### src/rtl/serial_subtractor.sv
// rtl/serial_subtractor.sv - bit-serial W-bit subtractor (a - b - bin), LSB first
module serial_subtractor #(
  parameter int W = 8
) (
  input  logic         clk,
  input  logic         rst,
  input  logic         start,
  input  logic [W-1:0] a,
  input  logic [W-1:0] b,
  input  logic         bin,
  output logic         busy,
  output logic         done,
  output logic [W-1:0] diff,
  output logic         bout,
  output logic         ovf
);

  localparam int CW = (W > 2) ? $clog2(W) : 1;

  typedef enum logic [1:0] {
    IDLE = 2'd0,
    RUN  = 2'd1,
    DONE = 2'd2
  } state_t;

  state_t         state_q, state_d;
  logic [W-1:0]   a_sr_q, a_sr_d;
  logic [W-1:0]   b_sr_q, b_sr_d;
  logic [W-1:0]   res_sr_q, res_sr_d;
  logic           br_q, br_d;
  logic [CW-1:0]  cnt_q, cnt_d;
  logic           a_msb_q, a_msb_d;
  logic           b_msb_q, b_msb_d;
  logic [W-1:0]   diff_q, diff_d;
  logic           bout_q, bout_d;
  logic           ovf_q, ovf_d;

  logic           d_bit;
  logic           br_next;

  // Full-subtractor cell on the current operand LSBs and the borrow flop
  always_comb begin
    d_bit   = a_sr_q[0] ^ b_sr_q[0] ^ br_q;
    br_next = (~a_sr_q[0] & b_sr_q[0]) | (~(a_sr_q[0] ^ b_sr_q[0]) & br_q);
  end

  // Next-state and datapath: capture on accepted start, shift one bit per RUN edge,
  // publish results only on the edge that enters DONE
  always_comb begin
    state_d  = state_q;
    a_sr_d   = a_sr_q;
    b_sr_d   = b_sr_q;
    res_sr_d = res_sr_q;
    br_d     = br_q;
    cnt_d    = cnt_q;
    a_msb_d  = a_msb_q;
    b_msb_d  = b_msb_q;
    diff_d   = diff_q;
    bout_d   = bout_q;
    ovf_d    = ovf_q;

    case (state_q)
      RUN: begin
        a_sr_d   = {1'b0, a_sr_q[W-1:1]};
        b_sr_d   = {1'b0, b_sr_q[W-1:1]};
        res_sr_d = {d_bit, res_sr_q[W-1:1]};
        br_d     = br_next;
        cnt_d    = cnt_q + CW'(1);
        if (cnt_q == CW'(W - 1)) begin
          state_d = DONE;
          diff_d  = {d_bit, res_sr_q[W-1:1]};
          bout_d  = br_next;
          // Final result MSB is the bit just computed
          ovf_d   = (a_msb_q != b_msb_q) && (d_bit != a_msb_q);
        end
      end
      default: begin
        // IDLE and DONE both accept a new request, allowing back-to-back operations
        state_d = IDLE;
        if (start) begin
          state_d  = RUN;
          a_sr_d   = a;
          b_sr_d   = b;
          res_sr_d = '0;
          br_d     = bin;
          cnt_d    = '0;
          a_msb_d  = a[W-1];
          b_msb_d  = b[W-1];
        end
      end
    endcase
  end

  // State and datapath registers, cleared asynchronously
  always_ff @(posedge clk or posedge rst) begin
    if (rst) begin
      state_q  <= IDLE;
      a_sr_q   <= '0;
      b_sr_q   <= '0;
      res_sr_q <= '0;
      br_q     <= 1'b0;
      cnt_q    <= '0;
      a_msb_q  <= 1'b0;
      b_msb_q  <= 1'b0;
      diff_q   <= '0;
      bout_q   <= 1'b0;
      ovf_q    <= 1'b0;
    end else begin
      state_q  <= state_d;
      a_sr_q   <= a_sr_d;
      b_sr_q   <= b_sr_d;
      res_sr_q <= res_sr_d;
      br_q     <= br_d;
      cnt_q    <= cnt_d;
      a_msb_q  <= a_msb_d;
      b_msb_q  <= b_msb_d;
      diff_q   <= diff_d;
      bout_q   <= bout_d;
      ovf_q    <= ovf_d;
    end
  end

  assign busy = (state_q == RUN);
  assign done = (state_q == DONE);
  assign diff = diff_q;
  assign bout = bout_q;
  assign ovf  = ovf_q;

endmodule

### config.mk
export PLATFORM = sky130hd
export DESIGN_NAME = serial_subtractor
export DESIGN_NICKNAME = d
export VERILOG_FILES = /design/src/rtl/serial_subtractor.sv
export SDC_FILE = /design/constraint.sdc
export NUM_CORES = 1
export LEC_CHECK = 0
export CELL_PAD_IN_SITES_DETAIL_PLACEMENT = 0
export CELL_PAD_IN_SITES_GLOBAL_PLACEMENT = 1
export CORE_UTILIZATION = 41
export CTS_CLUSTER_DIAMETER = 120
export CTS_CLUSTER_SIZE = 24
export DETAILED_ROUTE_END_ITERATION = 12
export PLACE_DENSITY_LB_ADDON = 0.1
export SLEW_MARGIN = 5
export SYNTH_ARGS = -nofsm -noshare
export SYNTH_HDL_FRONTEND = slang
export SYNTH_SLANG_ARGS = --single-unit
### constraint.sdc
create_clock -name clk -period 1.7 [get_ports clk]
set_input_delay 0.34 -clock clk [delete_from_list [all_inputs] [get_ports clk]]
set_output_delay 0.34 -clock clk [all_outputs]
set_load 0.02 [all_outputs]
Yosys cells after proc, flatten, opt, wreduce, memory -nomap -nowiden
Cells that the tools add are included.
Widths: inputs -> output; s select.
{"block": "op_classes", "n_mux": 13, "eq_ne": 6, "n_bitwise": 8, "add_sub_neg": 1, "n_reduce_logical": 4}
{"operator": "$mux 8", "n": 6}
{"operator": "$mux 3", "n": 2}
{"operator": "$mux 2", "n": 2}
{"operator": "$reduce_and 2->1", "n": 2}
{"operator": "$add 3x1->3 const B", "n": 1}
{"operator": "$eq 3x3->1 const B", "n": 1}
{"operator": "$mux 1", "n": 3}
{"operator": "$not 1->1", "n": 3}
{"operator": "$and 1x1->1", "n": 2}
{"operator": "$eq 2x1->1 const B", "n": 1}
{"operator": "$eq 2x2->1 const B", "n": 1}
{"operator": "$ne 1x1->1", "n": 2}
{"operator": "$ne 2x1->1 const B", "n": 1}
{"operator": "$reduce_bool 2->1", "n": 1}
{"operator": "$xor 1x1->1", "n": 2}
{"operator": "$logic_and 1x1->1", "n": 1}
{"operator": "$or 1x1->1", "n": 1}
{"block": "totals", "inputBits": 20, "output_inout_bits": 12, "ff_bits": 42, "elab_cells": 43}

Depth between registers and ports, before layout
{"block": "depth", "ltp_word": 5, "ltp_mapped": 6, "ltp_nobuf": 5}

Worst setup path after synthesis
No wires, ideal clock.
{"block": "synth_path", "path_type": "register -> register", "from": "register cnt_q[0]", "to": "register diff_q[0], in the netlist diff[0]", "n_path_buf": 1, "required_ns": 1.575, "arrival_time_ns": 1.301, "slack_ns": 0.275, "path_stages_with_launch": 6, "period_less_slack_ns": 1.425, "setup_ns": 0.125, "path_cell_list": "dfrtp_1 ha_1 ha_1 nand3b_4 buf_6 mux2_2"}
{"block": "synth_between", "elab_chain_cells": 2}
{"element": "start: declaration", "line": "31", "source": "logic [CW-1:0] cnt_q, cnt_d;"}
{"element": "start signal: assignment", "line": "114", "source": "cnt_q <= cnt_d;"}
{"element": "$eq 3x3->1", "line": "69", "source": "if (cnt_q == CW'(W - 1)) begin"}
{"element": "$reduce_and 2->1 (no source line)"}
{"element": "end signal: assignment", "line": "117", "source": "diff_q <= diff_d;"}
{"element": "end: declaration", "line": "34", "source": "logic [W-1:0] diff_q, diff_d;"}
No other way between the ends.
A chain may end at the register's enable or synchronous reset.

Worst setup path in the final report
{"block": "layout_path", "from": "register diff_q[7], in the netlist diff[7]", "to": "output port diff[7]"}
{"element": "end: declaration", "line": "13", "source": "output logic [W-1:0] diff,"}
No word-level cell between the ends.

==> results.md <==
Run status:
- The run finished with clean final reports.

Min path:
- The path class of the tightest hold or removal check is in2async.

Yosys:
- After synthesis, the mean cell area works out to between 10 and 15 um^2.
- The number of nets in the synthesized netlist is between 150 and 200.
- The share of the Yosys chip area taken by registers is 0.558.
- The warning count from the yosys run is 0.
- In this run, distinct cell masters in the synthesized netlist total 22.
- Summing every instance area after synthesis gives around 1800 um^2.
- The synthesis-stage register bit count is 41.
- The synthesized netlist cell count is between 150 and 200.

Pwr:
- The switching power as a share of total power is 0.355.
- In this run the power spent charging and discharging nets is 1.36 mW.
- The share of total power dissipated in the clock network is 0.159.
- Of the total power, combinational logic draws 0.404.
- The cell-internal power is between 2 and 2.5 mW.
- Summed over all cells, the static leakage comes to 1.06 nW.
- The total power divided by cell area is between 1500 and 2000 nW/um^2.
- The sequential fraction of design power is 0.437.
- The worst-case IR drop observed on VDD is 1.11 mV.

Clock network:
- The clock tree root driver cell is sky130_fd_sc_hd__clkbuf_8.
- The hold buffer count at cts is 0.
- Clock latency on the worst-skew pair, taken at its later pin, is 0.29 ns.
- The maximum level of the CTS H-tree is 2.
- The count of clock tree sinks is 41.
- Post-CTS timing repair inserted 0 buffers for setup.
- The clock tree from TritonCTS is built.
- The maximum buffer depth of the clock tree is 2.
- Buffers inserted during clock tree synthesis total 5.
- The clock-pin slew on the worst setup and hold paths is 0.08 ns.

Global route:
- For this run, global-route usage on met1 was measured as 0.213.
- The initial antenna violation count is 0.
- Entering global routing, the biggest net connects 42 pins.
- For this run, global-route usage on met2 was measured as 0.246.
- The peak-usage layer in the global routing report is met2.
- The wire length of the first global-routing pass is 5.51 mm.
- The number of global-route vias before repair is approximately 1200.
- For this run the aggregate overflow at the end of global routing stands at 0.
- For met3 alone, demand over resource in global routing was 0.0576.
- The global routing usage summed across all routing layers is 0.162.

Floorplanning:
- The total I/O pin count is 32.
- The initial core utilization is 0.444.
- In this run the horizontal extent of the chip is between 60 and 70 um.
- The initialized floorplan defines 23 standard-cell rows.
- The area enclosed by the die boundary is roughly 4800 um^2.
- The placeable core area is slightly above 4000 um^2.
- The floorplan die height is 69.0 um.

Drt:
- Wires add up to approximately 3.2 mm.
- The number of vias per cell is a little under 5.
- After the first detailed-routing iteration, the DRC count stood at 39.
- The via total after detailed routing is about 1200.
- The number of search-and-repair iterations in the first detailed-routing pass is 4.
- In the routed design, unresolved DRC markers number 0.
- Dividing the detail-routed wire length by the instance count gives 13.1 um.
- Once detail routing completed, the nets flagged for antenna violations numbered 0.

STA:
- The final total negative setup slack is 0 ns.
- The final hold violation count is 0.
- Measured against its own limit, the worst slew margin works out to 0.796.
- On the final layout, the worst clock skew is about 0.0056 ns.
- Dividing the final minimum period by the clock period gives 0.935.
- Setup violations remaining at the end of the flow were counted as 0.
- The smallest clock period supported by the final layout is computed as around 1.6 ns.
- The highest attainable clock frequency is between 600 and 700 MHz.
- The total count of max-transition violations in the final report came to 0.
- The worst-margin pin slew is slightly above 0.3 ns.
- Setup repair after global routing left no endpoint under its margin.

Setup path:
- The maximum fanout encountered on the critical timing path is 2.
- The arrival time of the worst setup path is ~1.3 ns.
- In this design, the largest share of critical-path delay is due to buffers and inverters.
- The worst flop-to-flop path startpoint is state_q[0]$_DFFE_PP0P_.
- The delay contributed by the slowest stage of the critical path is 0.61 ns.
- The critical path goes through clkdlybuf4s50_1.
- For this design, the slowest cell found on the critical path is sky130_fd_sc_hd__clkdlybuf4s50_1.
- The category of the worst setup path launch point is a flop.
- STA classifies the critical path endpoint as a primary output.
- The buffer and inverter count on the worst path is 1.
- The startpoint-to-endpoint class of the critical path is reg2out.
- Tracing the worst setup path back leads to its startpoint at diff[7]$_DFFE_PP0P_.
- Data on the critical path is required at its endpoint by 1.36 ns.

Final layout:
- The count of non-filler cells in the finished layout is ~240.
- The layout filler cell count is about 380.
- The synthesis-to-finish area growth is 23.1%.
- At the end of the flow, the number of nets in the layout was 213.
- 0 antenna diodes ended up in the layout.
- In the final layout, the share of cells above drive strength 1 is 0.120.

Placed design:
- Buffers placed on the I/O ports in this run total 31.
- The final RePlAce weighted congestion is between 0.7 and 0.8.
- The HPWL after detailed placement is ~2.1 mm.
- Including well taps, the total number of placed cells is approximately 230.

Run:
- The number of maximum-capacitance violations is 0.
cells in the mapped netlist:
cell type / n / area [um^2]
sky130_fd_sc_hd__inv_1: 4 / 15.0
sky130_fd_sc_hd__nor2b_1: 2 / 12.5
sky130_fd_sc_hd__mux2i_1: 16 / 160
sky130_fd_sc_hd__and3b_1: 1 / 8.76
sky130_fd_sc_hd__nand2_1: 25 / 93.8
sky130_fd_sc_hd__nor2_1: 5 / 18.8
sky130_fd_sc_hd__nand2b_1: 9 / 56.3
sky130_fd_sc_hd__dfrtp_1: 41 / 1030
sky130_fd_sc_hd__buf_4: 2 / 15.0
sky130_fd_sc_hd__fa_1: 1 / 20.0
sky130_fd_sc_hd__buf_6: 4 / 45.0
sky130_fd_sc_hd__mux2_2: 9 / 101
sky130_fd_sc_hd__buf_2: 2 / 10.0
sky130_fd_sc_hd__nor2b_4: 1 / 13.8
sky130_fd_sc_hd__mux2_4: 2 / 30.0
sky130_fd_sc_hd__clkbuf_2: 2 / 10.0
sky130_fd_sc_hd__o21ai_0: 25 / 125
sky130_fd_sc_hd__ha_1: 2 / 25.0
sky130_fd_sc_hd__nand3b_4: 1 / 20.0
sky130_fd_sc_hd__nand2b_4: 1 / 13.8
sky130_fd_sc_hd__a21oi_1: 2 / 10.0
sky130_fd_sc_hd__a211oi_1: 1 / 7.51
power by group through the flow:
stage	Clock [mW]	Combinational (mW)	Sequential, mW
6_report	0.605	1.54	1.67
5_1_grt	0.690	1.78	1.73
4_1_cts	0.633	1.58	1.68
3_5_place_dp	0	1.59	1.70
3_3_place_gp	0	1.54	1.67
2_1_floorplan	0	1.02	1.76
area by class of cell:
| class | count | area [um^2] | share of cell area |
|---|---|---|---|
| Multi-Input combinational cell | 103 | 717 | 0.317 |
| Timing Repair Buffer | 35 | 363 | 0.160 |
| Tap cell | 50 | 62.6 | 0.0276 |
| Inverter | 4 | 15.0 | 0.00663 |
| Sequential cell | 41 | 1030 | 0.453 |
| Clock buffer | 8 | 80.1 | 0.0354 |
cell families after synthesis:
| logic type | count (synthesis) | share of synthesized area |
|---|---|---|
| buffers and inverters | 14 | 0.0517 |
| AND/OR/NAND/NOR | 45 | 0.129 |
| adder cells (fa/ha/maj) | 3 | 0.0245 |
| AO/OA/AOI/OAI | 28 | 0.0776 |
| multiplexers | 27 | 0.159 |
| flip-flops | 41 | 0.558 |
per-stage QoR:
step | cell area [um^2] | power (mW) | utilization | hold WS, ns | worst slack [ns]
after detailed placement | 2190 | 3.29 | 0.527 | 0.475 | 0.140
after global routing | 2260 | 4.21 | 0.546 | 0.437 | 0.0375
after CTS | 2260 | 3.89 | 0.546 | 0.418 | 0.0907
after global placement | 2190 | 3.21 | 0.527 | 0.461 | 0.151
final | 2260 | 3.82 | 0.546 | 0.396 | 0.111
after floorplan | 1840 | 2.78 | - | 0.449 | 0.275
flip-flops by register name, summed over array words and instances (netlist names), 2 cells and up:
| signal | flops |
|---|---|
| res_sr_q | 7 |
| b_sr_q | 8 |
| cnt_q | 3 |
| state_q | 2 |
| diff | 8 |
| a_sr_q | 8 |
worst paths after layout:
kind | to | slack (ns) | cells after the start
min in group clk | bout$_DFFE_PP0P_ | 0.49 | 2
min reg2reg | bout$_DFFE_PP0P_ | 0.49 | 2
max reg2reg | b_msb_q$_DFFE_PP0P_ | 0.20 | 4
max in group asynchronous | a_sr_q[6]$_DFFE_PP0P_ | 1.07 | 3
min | diff[0]$_DFFE_PP0P_ | 0.40 | 3
max | diff[7] | 0.11 | 1
layer usage:
layer / wire, um / vias up
met4: 40 / 0
met2: 1520 / 27
li1: - / 589
met1: 1480 / 565
met3: 126 / 5
met5: 0 / -
placed cells by master (no fill, tap or decap), drive strengths merged, types with 2 or more instances in the layout:
cell and n:
clkbuf 8, o21ai 25, nand2 25, nand2b 10, mux2 11, nor2 5, a21oi 2, mux2i 16
dlygate4sd2 2, clkdlybuf4s50 29, dfrtp 41, ha 2, buf 4, inv 4, nor2b 3
timing repair:
item / 4_1_cts / 5_1_grt
setup endpoints to repair: 2 / 0
gates resized for setup: 2 / 0
endpoints found under the hold margin: 0 / 0
Note: power is estimated with default switching activity, not from simulation.
